==> src/rtl/instr_mem_loadable_if.sv <==
// ---------------------------------------------------------------------------
// instr_mem_loadable_if
//   Bundles the program-load port and the fetch port of the loadable
//   instruction memory.
//
//   Load port  : load_start, load_valid, load_data, load_done  (to memory)
//                load_ready, load_count                        (from memory)
//   Fetch port : fetch_en, read_address                        (to memory)
//                instruction, instr_valid, fetch_fault, running (from memory)
//
//   Handshake: a load word transfers on a rising clk edge where both
//   load_valid and load_ready are high; load_valid may be raised without
//   waiting for load_ready, and load_ready never depends on load_valid.
//
//   master : the CPU / loader side.  slave : the memory.
// ---------------------------------------------------------------------------
interface instr_mem_loadable_if #(
   parameter int DATA_WIDTH = 32,
   parameter int ADDR_WIDTH = 32,
   parameter int CNT_WIDTH  = 7
);
   logic                  load_start;
   logic                  load_valid;
   logic [DATA_WIDTH-1:0] load_data;
   logic                  load_ready;
   logic                  load_done;
   logic [CNT_WIDTH-1:0]  load_count;
   logic                  fetch_en;
   logic [ADDR_WIDTH-1:0] read_address;
   logic [DATA_WIDTH-1:0] instruction;
   logic                  instr_valid;
   logic                  fetch_fault;
   logic                  running;

   modport master (
      output load_start, load_valid, load_data, load_done, fetch_en, read_address,
      input  load_ready, load_count, instruction, instr_valid, fetch_fault, running
   );

   modport slave (
      input  load_start, load_valid, load_data, load_done, fetch_en, read_address,
      output load_ready, load_count, instruction, instr_valid, fetch_fault, running
   );
endinterface

==> src/rtl/instr_mem_loadable.sv <==
// ---------------------------------------------------------------------------
// instr_mem_loadable
//   Loadable instruction memory for the pipelined MIPS fetch stage. A program
//   is streamed in over the load port (EMPTY/LOAD), then fetches are served
//   with a registered one-cycle read (RUN). Misaligned fetches and fetches at
//   or beyond the number of loaded words return NOP_WORD and set fetch_fault.
//
//   Ports:
//     clk       : system clock, rising edge
//     reset     : asynchronous, active-high
//     bus       : instr_mem_loadable_if.slave (load + fetch ports)
//     state_dbg : current FSM state (0 EMPTY, 1 LOAD, 2 RUN)
// ---------------------------------------------------------------------------
module instr_mem_loadable #(
   parameter int                    DATA_WIDTH = 32,
   parameter int                    DEPTH      = 64,
   parameter int                    ADDR_WIDTH = 32,
   parameter logic [DATA_WIDTH-1:0] NOP_WORD   = 32'h0000_0000,
   parameter int                    CNT_WIDTH  = $clog2(DEPTH + 1)
) (
   input  logic                 clk,
   input  logic                 reset,
   instr_mem_loadable_if.slave  bus,
   output logic [1:0]           state_dbg
);

   localparam int IDX_WIDTH = (DEPTH > 1) ? $clog2(DEPTH) : 1;

   typedef enum logic [1:0] {
      ST_EMPTY = 2'd0,
      ST_LOAD  = 2'd1,
      ST_RUN   = 2'd2
   } state_e;

   state_e                state_q, state_d;
   logic [CNT_WIDTH-1:0]  load_count_q, load_count_d;
   logic [DATA_WIDTH-1:0] instruction_q, instruction_d;
   logic                  instr_valid_q, instr_valid_d;
   logic                  fetch_fault_q, fetch_fault_d;

   logic [DATA_WIDTH-1:0] mem [DEPTH];

   logic                  load_ready;
   logic                  load_accept;
   logic [ADDR_WIDTH-1:0] word_index;
   logic                  fetch_ok;

   // load_ready deliberately ignores load_valid so the handshake has no
   // combinational loop back to the loader.
   assign load_ready  = (state_q == ST_LOAD) &&
                        (load_count_q < CNT_WIDTH'(DEPTH)) &&
                        !bus.load_start;
   assign load_accept = load_ready && bus.load_valid;

   // Full-width index compare: any upper address bit set lands beyond
   // load_count and so counts as out of range.
   assign word_index = bus.read_address >> 2;
   assign fetch_ok   = (bus.read_address[1:0] == 2'b00) &&
                       (word_index < ADDR_WIDTH'(load_count_q));

   always_comb begin
      state_d       = state_q;
      load_count_d  = load_count_q;
      instruction_d = NOP_WORD;
      instr_valid_d = 1'b0;
      fetch_fault_d = 1'b0;

      if (state_q == ST_RUN) begin
         if (bus.fetch_en) begin
            instr_valid_d = 1'b1;
            if (fetch_ok) begin
               instruction_d = mem[word_index[IDX_WIDTH-1:0]];
            end else begin
               fetch_fault_d = 1'b1;
            end
         end else begin
            // Stall: hold the last fetch result.
            instruction_d = instruction_q;
            instr_valid_d = instr_valid_q;
            fetch_fault_d = fetch_fault_q;
         end
      end

      if (load_accept) begin
         load_count_d = load_count_q + 1'b1;
      end

      // load_start beats load_done; a word accepted alongside load_done is
      // already included in load_count_d when deciding RUN vs EMPTY.
      if (bus.load_start) begin
         state_d      = ST_LOAD;
         load_count_d = '0;
      end else if ((state_q == ST_LOAD) && bus.load_done) begin
         state_d = (load_count_d != '0) ? ST_RUN : ST_EMPTY;
      end
   end

   always_ff @(posedge clk or posedge reset) begin
      if (reset) begin
         state_q       <= ST_EMPTY;
         load_count_q  <= '0;
         instruction_q <= NOP_WORD;
         instr_valid_q <= 1'b0;
         fetch_fault_q <= 1'b0;
      end else begin
         state_q       <= state_d;
         load_count_q  <= load_count_d;
         instruction_q <= instruction_d;
         instr_valid_q <= instr_valid_d;
         fetch_fault_q <= fetch_fault_d;
      end
   end

   // Storage is not reset; contents become meaningful only once counted.
   always_ff @(posedge clk) begin
      if (load_accept) begin
         mem[load_count_q[IDX_WIDTH-1:0]] <= bus.load_data;
      end
   end

   assign bus.load_ready  = load_ready;
   assign bus.load_count  = load_count_q;
   assign bus.instruction = instruction_q;
   assign bus.instr_valid = instr_valid_q;
   assign bus.fetch_fault = fetch_fault_q;
   assign bus.running     = (state_q == ST_RUN);
   assign state_dbg       = state_q;

endmodule

==> src/flat_wrapper.sv <==
// flat-port wrapper written by rule: the top's interface ports become plain ports
module instr_mem_loadable_flat 
#(
   parameter int                    DATA_WIDTH = 32,
   parameter int                    DEPTH      = 64,
   parameter int                    ADDR_WIDTH = 32,
   parameter logic [DATA_WIDTH-1:0] NOP_WORD   = 32'h0000_0000,
   parameter int                    CNT_WIDTH  = $clog2(DEPTH + 1)
)
  (clk, reset, state_dbg, bus_load_start, bus_load_valid, bus_load_data, bus_load_done, bus_fetch_en, bus_read_address, bus_load_ready, bus_load_count, bus_instruction, bus_instr_valid, bus_fetch_fault, bus_running);
  instr_mem_loadable_if #(.DATA_WIDTH(DATA_WIDTH), .ADDR_WIDTH(ADDR_WIDTH), .CNT_WIDTH(CNT_WIDTH)) bus_i ();
  input  logic clk;
  input  logic reset;
  output logic [1:0] state_dbg;
  input wire logic [$bits(bus_i.load_start)-1:0] bus_load_start;
  input wire logic [$bits(bus_i.load_valid)-1:0] bus_load_valid;
  input wire logic [$bits(bus_i.load_data)-1:0] bus_load_data;
  input wire logic [$bits(bus_i.load_done)-1:0] bus_load_done;
  input wire logic [$bits(bus_i.fetch_en)-1:0] bus_fetch_en;
  input wire logic [$bits(bus_i.read_address)-1:0] bus_read_address;
  output wire logic [$bits(bus_i.load_ready)-1:0] bus_load_ready;
  output wire logic [$bits(bus_i.load_count)-1:0] bus_load_count;
  output wire logic [$bits(bus_i.instruction)-1:0] bus_instruction;
  output wire logic [$bits(bus_i.instr_valid)-1:0] bus_instr_valid;
  output wire logic [$bits(bus_i.fetch_fault)-1:0] bus_fetch_fault;
  output wire logic [$bits(bus_i.running)-1:0] bus_running;
  assign bus_i.load_start = bus_load_start;
  assign bus_i.load_valid = bus_load_valid;
  assign bus_i.load_data = bus_load_data;
  assign bus_i.load_done = bus_load_done;
  assign bus_i.fetch_en = bus_fetch_en;
  assign bus_i.read_address = bus_read_address;
  assign bus_load_ready = bus_i.load_ready;
  assign bus_load_count = bus_i.load_count;
  assign bus_instruction = bus_i.instruction;
  assign bus_instr_valid = bus_i.instr_valid;
  assign bus_fetch_fault = bus_i.fetch_fault;
  assign bus_running = bus_i.running;
  instr_mem_loadable #(.DATA_WIDTH(DATA_WIDTH), .DEPTH(DEPTH), .ADDR_WIDTH(ADDR_WIDTH), .NOP_WORD(NOP_WORD), .CNT_WIDTH(CNT_WIDTH)) u_core (.clk(clk), .reset(reset), .bus(bus_i), .state_dbg(state_dbg));
endmodule
==> config.mk <==
export PLATFORM = sky130hd
export DESIGN_NAME = instr_mem_loadable_flat
export DESIGN_NICKNAME = d
export VERILOG_FILES = /design/src/rtl/instr_mem_loadable_if.sv /design/src/rtl/instr_mem_loadable.sv /design/src/flat_wrapper.sv
export SDC_FILE = /design/constraint.sdc
export NUM_CORES = 2
export LEC_CHECK = 0
export ABC_CLOCK_PERIOD_IN_PS = 3100
export BUFFER_PORTS_ARGS = -buffer_cell sky130_fd_sc_hd__buf_2
export CAP_MARGIN = 10
export CORE_MARGIN = 1
export CORE_UTILIZATION = 34
export DETAILED_ROUTE_END_ITERATION = 10
export REMOVE_ABC_BUFFERS = 1
export SLEW_MARGIN = 5
export SYNTH_ARGS = -nofsm -noshare
export SYNTH_HDL_FRONTEND = slang
export SYNTH_SLANG_ARGS = --single-unit
==> constraint.sdc <==
create_clock -name clk -period 3.1 [get_ports clk]
set_clock_uncertainty 0.05 [all_clocks]
set_input_delay 0 -clock clk [delete_from_list [all_inputs] [get_ports clk]]
set_output_delay 0 -clock clk [all_outputs]
set_load 0.02 [all_outputs]
==> results.toml <==
[logic_synthesis]
synth-edff-count = 2048
yosys.area.top_type = "edfxtp_1"
seq_area_frac_synth = 0.7748
synth_commonest_cells = "edfxtp_1 (2048), mux4_2 (445), mux2i_1 (247)"
netlist_area_sq_um = 80760
yosysMostFrequentCell = "edfxtp_1"
syn_inst = 3694
synth-main-ff-cell = "edfxtp_1"
syn_area_per_cell_sq_um = 21.86
synthArstFlopShare = 0.02056
yosys_warnings = 0
synth-seq-cells = 2091
synth_top_cell_area_share = 0.7615
ys_top_cells_by_area = "edfxtp_1 (76%), mux4_2 (12%), mux2i_1 (3.1%), dfrtp_1 (1.3%), a221oi_1 (1.1%)"
netlist-cell-type-count = 67

[critical_path]
cp_slowest_cell = "dlygate4sd3_1"
cpMostUsedCell = "buf_4"
cp-start-kind = "flop"
r2r_cells = 9
end_kind = "flop"
reg2reg_slack_ps = 220
cp_cell_sequence = "nor4b_2, buf_4, nand4_1, buf_4, nor4_1, o2111ai_1, o211ai_1, a21oi_1, dlygate4sd3_1"
cp.depth = 9
path_class = "reg -> reg"
cp.arrival_ps = 3560
cpPeakStageDelay_ps = 570
endpoint = "u_core.state_dbg[1]"
r2r_start = "u_core.state_dbg[1]"
worstPathRequired_ps = 3780
cp_max_fo = 13
cp_num_buf_inv = 3
cpLargestDelayFamily = "buffers and inverters"
crit_start = "u_core.state_dbg[1]"
reg2reg_to = "u_core.state_dbg[1]"

[detailed_routing]
ant_nets = 0
drc_errors = 0
vias_per_cell = 5.523
vias = 41170
drt_pass1_iterations = 5
wl_per_cell_microns = 30.31
drt_wl_total_mm = 226.0
drt_iter0_markers = 4377

[worst_hold_path]
hold_path_class = "in -> reg"

[clock_tree]
cts.sinks = 2091
clock_latency_ps = 860
clk_pin_slew_ps = 60
cts_buffers = 202
cts-htree-levels = 4
cts_tree = "yes"
post-cts-setup-buffers = 0
clock_path_buffers = 3
root_buffer = "clkbuf_16"

[final_layout]
layout-drive-gt1-share = 0.2808
final_util = 0.4018
nNetsFinal = 4200
syn_to_final_growth_pct = 17.24

[sta]
layout_min_cycle_time_ps = 2877
max_slew_margin = 0.1774
worst_slew_pin_slew_ps = 1234
slew_viol_final = 0
setup_viol = 0
fmax_ghz = 0.3476
rsz0062_at_grt = "false"
hold_viol = 0
final.period_utilization = 0.9281

[grt]
grt_usage = 0.1878
grt_pass1_wl_mm = 316.1
grt_pass1_vias = 40940
grt_max_degree = 65
antenna_found_initial = 13
grt-ovfl-total = 0

[floorplan]
die_h_microns = 489.4
coreArea_sq_um = 235600
die_area_sq_um = 239500
dieWidth_microns = 489.4
rows = 178
initial_core_util = 0.3427
ios = 115

[run]
maxCapViolCount = 0

[pwr]
power_density_nw_per_um2 = 617.3
totalPowerFinal_mw = 58.45
ir_drop_uv = 508.8
cellLeakagePower_nw = 30.13

[placed_design]
numPortBuffers = 114
dpl.hpwl_mm = 130.1
finalWeightedCongestion = 0.8632

[outcome]
status = "complete, no violations"
==> what timing repair did <==
action / CTS / global route
gates resized for setup: 0 / 0
hold buffers: 57 / 0
hold endpoints to repair: 2107 / 0
==> power breakdown <==
group          switching, mW  internal, mW  total (mW)
logic                   1.80          1.09        2.89
registers             0.0152          31.1        31.1
clock network           10.6          13.9        24.5
==> cells in the final DEF (no fill, tap or decap), types with 6 or more instances in the layout <==
cell type and n:
buf_4 172, a221o_1 11, clkinv_8 6, nor4_1 17, a21oi_1 48, diode_2 10, inv_1 10, clkinv_2 43
o21ai_0 67, clkbuf_16 205, o211ai_1 11, a31oi_1 6, buf_2 109, a221oi_1 98, mux2i_1 247, bufinv_16 20
o31ai_1 10, buf_12 88, clkbuf_1 43, dfrtp_1 43, clkinvlp_4 10, edfxtp_1 2048, nor3_1 21, dlygate4sd3_1 57
clkinv_1 37, o22ai_1 11, ha_1 7, mux2_2 8, a22oi_1 55, nand3_1 36, a211oi_1 13, o21ai_1 12
nor2_1 31, nand2_1 92, nand2b_1 7, mux4_2 445, nor2_4 66, inv_6 7
==> sequential cells by signal, summed over array words and instances, names as in the netlist <==
register / cells
u_core.state_dbg: 2
u_core.mem: 2048
u_core.bus.load_count: 7
u_core.bus.instruction: 32
u_core.bus.instr_valid: 1
u_core.bus.fetch_fault: 1
==> area by class of cell <==
cell class / count / area (sq um)
clock buffer: 251 / 5333
fill: 20790 / 140900
tap: 3150 / 3941
timing repair buffer: 429 / 4210
sequential: 2091 / 62580
clock inverter: 125 / 1249
antenna: 10 / 25.02
multi-input combinational: 1384 / 17280
inverter: 15 / 65.06
==> worst reg2reg max path: stages (launching register included) <==
cell and delay, ps:
dfrtp_1 460, nor4b_2 240, buf_4 170, nand4_1 90
buf_4 260, nor4_1 380, o2111ai_1 240, o211ai_1 220
a21oi_1 90, dlygate4sd3_1 570
==> metrics by stage <==
step | instances | instance area (sq um) | hold WS, ps | setup TNS, ps | setup WS, ps
after global placement | 7011 | 87490 | 206.1 | 0 | 342.2
after CTS | 7444 | 94640 | 3.525 | 0 | 257.4
after global routing | 7450 | 94670 | 61.98 | 0 | 138.0
final | 7455 | 94680 | 74.06 | 0 | 222.8
after floorplan | 3490 | 79400 | 13.14 | -1150320 | -606.5
after detailed placement | 7011 | 87490 | 223.7 | 0 | 346.8
==> layer usage <==
| layer | vias to the layer above | global-route usage | share of wire |
|---|---|---|---|
| li1 | 16580 | - | - |
| met1 | 22550 | 0.2477 | 0.40 |
| met2 | 1679 | 0.3100 | 0.49 |
| met3 | 368 | 0.02806 | 0.066 |
| met4 | 2 | 0.07786 | 0.043 |
| met5 | - | 0 | 0.000062 |
==> worst min path at each step <==
| stage | from | endpoint | slack [ps] | cells past startpoint |
|---|---|---|---|---|
| 6_report | bus_read_address[18] | u_core.bus.instruction[22] | 70 | 6 |
| 5_1_grt | bus_read_address[17] | u_core.bus.instruction[22] | 60 | 6 |
| 4_1_cts | bus_read_address[17] | u_core.bus.instruction[22] | 4 | 6 |
| 3_5_place_dp | reset | u_core.bus.instruction[1] | 220 | 2 |
| 3_3_place_gp | reset | u_core.bus.instruction[1] | 210 | 2 |
| 2_1_floorplan | bus_load_start | u_core.bus.load_count[1] | 10 | 1 |
==> cells by family (layout without fill, tap and decap cells) <==
kind of cell,Yosys count,after routing,synth area share
simple gates,298,298,0.01662
compound gates,374,374,0.03337
flops,2091,2091,0.7748
other cells,0,10,0
xor+xnor,4,4,0.0004339
fa+ha+maj,7,7,0.001084
buf+inv,219,820,0.01754
mux,701,701,0.1561
Note: power is estimated with default switching activity, not from simulation.
